--- src/rtl/sobel_frame_ctrl.sv ---
// Frame sequencer for the Sobel datapath: walks every interior pixel in raster
// order, fetching a 3x3 window, launching the core and storing each result.
module sobel_frame_ctrl #(
  parameter int IMG_W   = 640,
  parameter int IMG_H   = 480,
  parameter int ADDR_W  = 19,
  parameter int TIMEOUT = 255
) (
  input  logic              clk,
  input  logic              reset,
  input  logic              start,
  input  logic              abort,
  output logic              busy,
  output logic              done,
  output logic              err,
  output logic              rd_en,
  output logic [ADDR_W-1:0] rd_addr,
  input  logic [71:0]       win_data,
  input  logic              win_valid,
  output logic [71:0]       core_in,
  output logic              core_strobe,
  input  logic [7:0]        core_out,
  input  logic              core_valid,
  output logic              wr_en,
  output logic [ADDR_W-1:0] wr_idx,
  output logic [7:0]        wr_data,
  output logic [ADDR_W-1:0] px_count
);

  localparam int CW = $clog2(IMG_W + 1);
  localparam int RW = $clog2(IMG_H + 1);
  localparam int TW = $clog2(TIMEOUT + 1);

  localparam logic [CW-1:0]     C_FIRST    = CW'(1);
  localparam logic [CW-1:0]     C_LAST     = CW'(IMG_W - 2);
  localparam logic [RW-1:0]     R_FIRST    = RW'(1);
  localparam logic [RW-1:0]     R_LAST     = RW'(IMG_H - 2);
  localparam logic [ADDR_W-1:0] ADDR_FIRST = ADDR_W'(IMG_W + 1);
  localparam logic [TW-1:0]     WAIT_LAST  = TW'(TIMEOUT - 1);

  typedef enum logic [2:0] {
    IDLE,
    REQ,
    WAIT_WIN,
    FEED,
    WAIT_RES,
    WRITE,
    NEXT,
    FIN
  } state_t;

  state_t        state;
  state_t        state_nxt;
  logic [RW-1:0] row;
  logic [CW-1:0] col;
  logic [TW-1:0] wait_cnt;
  logic          abort_pend;
  logic          abort_now;

  assign abort_now   = abort_pend | abort;
  assign busy        = (state != IDLE) && (state != FIN);
  assign done        = (state == FIN);
  assign rd_en       = (state == REQ);
  assign core_strobe = (state == FEED);
  assign wr_en       = (state == WRITE);

  always_ff @(posedge clk or negedge reset) begin
    if (!reset) begin
      state <= IDLE;
    end else begin
      state <= state_nxt;
    end
  end

  always_comb begin
    state_nxt = state;
    case (state)
      IDLE: begin
        if (start) begin
          state_nxt = REQ;
        end
      end
      REQ: state_nxt = WAIT_WIN;
      WAIT_WIN: begin
        if (win_valid) begin
          state_nxt = FEED;
        end else if (wait_cnt == WAIT_LAST) begin
          state_nxt = FIN;
        end
      end
      FEED: state_nxt = WAIT_RES;
      WAIT_RES: begin
        if (core_valid) begin
          state_nxt = WRITE;
        end else if (wait_cnt == WAIT_LAST) begin
          state_nxt = FIN;
        end
      end
      WRITE: state_nxt = NEXT;
      NEXT: begin
        if (abort_now) begin
          state_nxt = FIN;
        end else if ((col < C_LAST) || (row < R_LAST)) begin
          state_nxt = REQ;
        end else begin
          state_nxt = FIN;
        end
      end
      FIN:     state_nxt = IDLE;
      default: state_nxt = IDLE;
    endcase
  end

  // rd_addr and wr_idx are stepped incrementally rather than multiplied out;
  // a row wrap moves the centre from column IMG_W-2 to column 1 of the next row.
  always_ff @(posedge clk or negedge reset) begin
    if (!reset) begin
      row        <= R_FIRST;
      col        <= C_FIRST;
      wait_cnt   <= '0;
      abort_pend <= 1'b0;
      err        <= 1'b0;
      rd_addr    <= '0;
      core_in    <= '0;
      wr_idx     <= '0;
      wr_data    <= '0;
      px_count   <= '0;
    end else begin
      if (busy && abort) begin
        abort_pend <= 1'b1;
      end
      case (state)
        IDLE: begin
          if (start) begin
            row        <= R_FIRST;
            col        <= C_FIRST;
            px_count   <= '0;
            err        <= 1'b0;
            abort_pend <= 1'b0;
            rd_addr    <= ADDR_FIRST;
            wr_idx     <= '0;
          end
        end
        REQ: wait_cnt <= '0;
        WAIT_WIN: begin
          if (win_valid) begin
            core_in <= win_data;
          end else if (wait_cnt == WAIT_LAST) begin
            err <= 1'b1;
          end else begin
            wait_cnt <= wait_cnt + TW'(1);
          end
        end
        FEED: wait_cnt <= '0;
        WAIT_RES: begin
          if (core_valid) begin
            wr_data <= core_out;
          end else if (wait_cnt == WAIT_LAST) begin
            err <= 1'b1;
          end else begin
            wait_cnt <= wait_cnt + TW'(1);
          end
        end
        WRITE: px_count <= px_count + ADDR_W'(1);
        NEXT: begin
          if (!abort_now) begin
            if (col < C_LAST) begin
              col     <= col + CW'(1);
              rd_addr <= rd_addr + ADDR_W'(1);
              wr_idx  <= wr_idx + ADDR_W'(1);
            end else if (row < R_LAST) begin
              col     <= C_FIRST;
              row     <= row + RW'(1);
              rd_addr <= rd_addr + ADDR_W'(3);
              wr_idx  <= wr_idx + ADDR_W'(1);
            end
          end
        end
        FIN: abort_pend <= 1'b0;
        default: ;
      endcase
    end
  end

endmodule

--- config.mk ---
export PLATFORM = sky130hd
export DESIGN_NAME = sobel_frame_ctrl
export DESIGN_NICKNAME = d
export VERILOG_FILES = /design/src/rtl/sobel_frame_ctrl.sv
export SDC_FILE = /design/constraint.sdc
export NUM_CORES = 1
export LEC_CHECK = 0
export CAP_MARGIN = 40
export CORE_MARGIN = 3
export CORE_UTILIZATION = 51
export DETAILED_ROUTE_END_ITERATION = 8
export PLACE_DENSITY = 0.85
export SLEW_MARGIN = 20
export SYNTH_ARGS = -nofsm -noshare
export SYNTH_HDL_FRONTEND = slang
export SYNTH_SLANG_ARGS = --single-unit
export TNS_END_PERCENT = 5
--- constraint.sdc ---
create_clock -name clk -period 5 [get_ports clk]
set_input_delay 0.5 -clock clk [delete_from_list [all_inputs] [get_ports clk]]
set_output_delay 0.5 -clock clk [all_outputs]
set_load 0.005 [all_outputs]
=== Word level (Yosys, flattened, before mapping) ===
Cells that the tools add are included.

* Bits in registers: 169
* Input bits: 86
* Output and inout port bits: 143
* Word-level logic and storage cells: 94

* Add/subtract/negate cells: 7
* Order comparisons: 2
* Eq/ne operators: 16
* Mux-type cells: 40
* Bitwise gates (word level): 1
* Reductions and logical operators: 17

{| class="wikitable"
|+ Operators with widths
! cell !! count
|-
| 2-to-1 mux 19 bit || 8
|-
| case mux 19 bit (2 select lines) || 3
|-
| adder 19 x 1 -> 19 bit (second input constant) || 3
|-
| 2-to-1 mux 10 bit || 4
|-
| 2-to-1 mux 9 bit || 4
|-
| 2-to-1 mux 8 bit || 3
|-
| case mux 3 bit (8 select lines) || 1
|-
| case mux 8 bit (3 select lines) || 1
|-
| case mux 10 bit (2 select lines) || 1
|-
| adder 19 x 2 -> 19 bit (second input constant) || 1
|-
| 2-to-1 mux 3 bit || 6
|-
| case mux 9 bit (2 select lines) || 1
|-
| == test 3 bit (second input constant) || 4
|-
| inequality test 2 bit (second input constant) || 6
|-
| adder 10 x 1 -> 10 bit (second input constant) || 1
|-
| < comparator 10 bit (second input constant) || 1
|-
| adder 9 x 1 -> 9 bit (second input constant) || 1
|-
| < comparator 9 bit (second input constant) || 1
|-
| nonzero test 3 bit || 3
|-
| adder 8 x 1 -> 8 bit (second input constant) || 1
|-
| == test 8 bit (second input constant) || 1
|-
| AND reduction 4 bit || 2
|-
| == test 3 x 2 -> 1 bit (second input constant) || 2
|-
| 2-to-1 mux 1 bit || 6
|-
| other kinds (13) || 18
|}

=== Logic depth before layout (Yosys ltp) ===
* Word-level depth: 6
* Depth in mapped cells: 8
* Mapped depth without buffers: 8

=== Worst setup path after synthesis ===
Ideal clock, no wire load.

* Path type: register to register
* From: reg col[8]
* To: reg rd_addr[17]
* Setup time: 66 ps
* Arrival: 1967 ps
* Data required time: 4934 ps
* Path slack: 2967 ps
* Cell stages (with the launch flop): 9
* Buffers on the path: 0
* Period minus slack after synthesis: 2033 ps
* Cell sequence: dfrtp_1 > o21ai_1 > o21a_4 > inv_2 > ha_1 > a21oi_1 > or3_1 > or4_1 > nand2_1

* Word-level cells in the longest chain between the ends: 4
* Elaborated cells between the ends (all ways): 6
* Those cells by class: order compare (1); eq/ne (1); mux (3); reduce/logical (1)

{| class="wikitable"
|+ RTL lines
! element !! line !! text
|-
| start: declaration || 55 || <nowiki>logic [CW-1:0] col;</nowiki>
|-
| start signal: assignment || 168 || <nowiki>col <= col + CW'(1);</nowiki>
|-
| < comparator 10 bit * || 167 || <nowiki>if (col < C_LAST) begin</nowiki>
|-
| 2-to-1 mux 19 bit || 167 ||
|-
| 2-to-1 mux 19 bit || 166 || <nowiki>if (!abort_now) begin</nowiki>
|-
| case mux 19 bit (2 select lines) || 132 || <nowiki>case (state)</nowiki>
|-
| end signal: assignment || 169 || <nowiki>rd_addr <= rd_addr + ADDR_W'(1);</nowiki>
|-
| end signal: assignment || 174 || <nowiki>rd_addr <= rd_addr + ADDR_W'(3);</nowiki>
|-
| end: declaration || 17 || <nowiki>output logic [ADDR_W-1:0] rd_addr,</nowiki>
|}

Mark *: on every way between the ends. The rest lies on a longest branch, timed or not. The select of a mux whose other input is x is not followed.
A chain may end at the register's enable or synchronous reset.

=== Worst setup path after layout ===
* From: reg state[0]
* To: out wr_en

* Word-level cells in the longest chain between the ends: 1

{| class="wikitable"
|+ RTL lines
! element !! line !! text
|-
| start: declaration || 52 || <nowiki>state_t state;</nowiki>
|-
| start signal: assignment || 71 || <nowiki>state <= state_nxt;</nowiki>
|-
| == test 3 bit || 65 || <nowiki>assign wr_en = (state == WRITE);</nowiki>
|-
| end: declaration || 24 || <nowiki>output logic wr_en,</nowiki>
|}

Every way passes these cells.

==> flow_metrics.tcl <==
set metrics [dict create \
    die_x_um 130 \
    first_pass_iters 5 \
    period_share_pct 58.4 \
    synth_top_family_by_area "simple AND/OR/NAND/NOR gates" \
    dieArea_sq_um 16800 \
    fin_nets 1005 \
    top_level_ports 229 \
    drc 0 \
    cts.clk_slew.worst_paths_ns 0.06 \
    ys_seq_area_share_pct 54.4 \
    reg2regPathDepth 6 \
    setup_tns_ns 0 \
    max_slew.worst_pin.slew_ns 0.838 \
    synth-edff-count 0 \
    period_needed_ns 2.92 \
    synth-simple-area-share_pct 15.7 \
    cts_buffers 17 \
    syn_avg_cell_area_sq_um 11.4 \
    syn_inst 685 \
    setup_viol 0 \
    synth_top_cell_area_share_pct 53.7 \
    hold_depth 1 \
    drive_gt1_share_pct 15.7 \
    arrival_ns 2.42 \
    p_leak_nw 4.48 \
    die_h_um 130 \
    crit_chain "inv_1, or2_2, inv_2, clkdlybuf4s50_1" \
    cp.depth 4 \
    cts-resized-gates 0 \
    finalMaxSlewViolations 0 \
    synthFlopType "dfrtp_1" \
    via_per_inst 5.77 \
    cp.required_ns 4.50 \
    power_density_nw_per_um2 481 \
    fillers 1014 \
    grt_usage_pct 24.3 \
    critPathCaptureType "output port" \
    muxShareOfSynthArea_pct 12.7 \
    grt_overflow 0 \
    antenna_found_initial 0 \
    core_area_sq_um 14800 \
    htree_levels 4 \
    synth_area_sq_um 7780 \
    synth_warnings 0 \
    grt_max_degree 88 \
    path_buf_inv 3 \
    synth_seq_cells 169 \
    cts_tree "yes" \
    synth_xor_area_share_pct 1.58 \
    diodes 0 \
    drt_iter0_drc 413 \
    maxCapViolCount 0 \
    synth_cell_types 64 \
    cp_slowest_stage_delay_ns 0.60 \
    crit_path_max_fanout 13 \
    synth_fa_ha_area_share_pct 1.38 \
    seq_area_sq_um 4230 \
    path_class "register to output port" \
    ant_nets 0 \
    rsz0062_at_grt "no" \
    grt_pass1_wl_um 32200 \
    detail_route.wl_per_cell_um 18.5 \
    cts_setup_buffers 0 \
    critPathLaunchType "register" \
    async_flop_share_pct 100 \
    clock_latency_ns 0.42 \
    synth_nets 779 \
    crit_family "buffers and inverters" \
    num_rows 44 \
    finalClockSkew_ns 0.0152 \
    grt_pass1_vias 6276 \
    hold_class "register to register" \
    dp_hpwl_um 14300 \
    num_vias 6397 \
    slew_headroom_pct 43.5 \
    port_buffers 228 \
    cts-root-buf "clkbuf_16" \
    synth.area.top_cells "dfrtp_1 (54%), mux2_2 (12%), nand2_1 (2.6%), o21ai_0 (2.3%), a21oi_1 (2.1%)" \
    status "complete, no violations" \
    multiInputGateArea_sq_um 3370 \
    finalPower_mw 5.25 \
    start_util_pct 52.7 \
    peakVddDrop_v 0.000363 \
    hold_buffers 0 \
    yosys.area.top_type "dfrtp_1" \
    hold_viol_final 0 \
    crit_slowest_cell "dfrtp_1" \
    synth-compound-area-share_pct 11.7 \
    areaGrowthSynthToFinish_pct 40.3 \
    fmax_mhz 343 \
    gp_congestion 0.821 \
    wirelength_um 20500 \
    clkSinkCount 169 \
    clockBufferDepth 2 \
]
-- stage by stage --
stage | worst slack (ns) | utilization (%) | hold WS, ns | cell area [sq um] | instances
3_5_place_dp | 1.89 | 69.3 | 0.481 | 10200 | 1072
6_report | 2.08 | 74.0 | 0.482 | 10900 | 1108
3_3_place_gp | 1.92 | 69.1 | 0.471 | 10200 | 1071
2_1_floorplan | 2.97 | - | 0.204 | 7780 | 685
4_1_cts | 2.06 | 73.6 | 0.173 | 10900 | 1104
5_1_grt | 1.96 | 74.0 | 0.515 | 10900 | 1108
-- layout make-up --
class	instances	area share (%)
sequential	169	38.8
timing repair buffer	238	22.0
inverter	13	0.447
multi-input combinational	472	30.8
clock inverter	10	1.51
clock buffer	22	4.34
tap	184	2.11
-- report_power, final --
group / total (mW) / switching (mW) / internal, mW
combinational: 1.80 / 0.686 / 1.12
clock: 1.42 / 0.540 / 0.879
sequential: 2.03 / 0.275 / 1.76
total: 5.25 / 1.50 / 3.75
-- cells by family (layout without fill, tap and decap cells) --
kind of cell / Yosys count / in the layout
xor gates and xnor gates: 14 / 14
buffers and inverters: 44 / 283
adders and majority gates: 8 / 8
AOI/OAI and AO/OA: 132 / 132
DFF: 169 / 169
and+or+nand+nor: 229 / 229
muxes: 89 / 89
-- routing by layer --
metal,global-route usage [%],vias to the layer above,wire [um]
li1,-,2981,-
met1,30.3,3150,8130
met2,40.2,251,10300
met3,9.56,15,1980
met4,5.50,0,161
met5,0,-,0
-- sequential cells by signal, indices dropped and copies added, names as in the netlist --
name        cells
core_in        72
px_count       19
rd_addr        19
wr_idx         19
col            10
row             9
wait_cnt        8
wr_data         8
state           3
abort_pend      1
err             1
-- cells in the mapped netlist, drive strengths merged (14+ instances only) --
library cell	count
dfrtp	167
or4	21
nand3	33
o21ai	37
a21oi	33
buf	17
o211ai	14
nor2	41
mux2	80
clkbuf	14
nand2	54
nand4	20
o31ai	20
-- worst paths after layout --
path,from,end,slack [ns]
max,state[0],wr_en,2.08
min,px_count[18],px_count[18],0.48
max reg2reg,state[0],wr_idx[13],2.26
min reg2reg,px_count[18],px_count[18],0.48
max in group asynchronous,reset,wait_cnt[7],3.26
min in group asynchronous,reset,wr_idx[6],0.55
-- worst register-to-register path: stages, from the launching register on --
cell and delay, ns:
dfrtp_1 0.53, nor4b_4 0.32, buf_4 0.46, or3_1 0.44, nor2_1 0.20, or4_1 0.54
a21oi_1 0.17
-- cell usage in the layout (no fill, tap or decap), drive strengths merged, types with 20 or more instances in the layout --
| cell | synthesis | final |
|---|---|---|
| or4 | 21 | 21 |
| nor2 | 41 | 41 |
| dfrtp | 167 | 167 |
| clkdlybuf4s50 | 0 | 227 |
| o31ai | 20 | 20 |
| nand4 | 20 | 20 |
| nand2 | 54 | 54 |
| a21oi | 33 | 33 |
| o21ai | 37 | 37 |
| nand3 | 33 | 33 |
| clkbuf | 14 | 23 |
| mux2 | 80 | 80 |
Note: power is estimated with default switching activity, not from simulation.
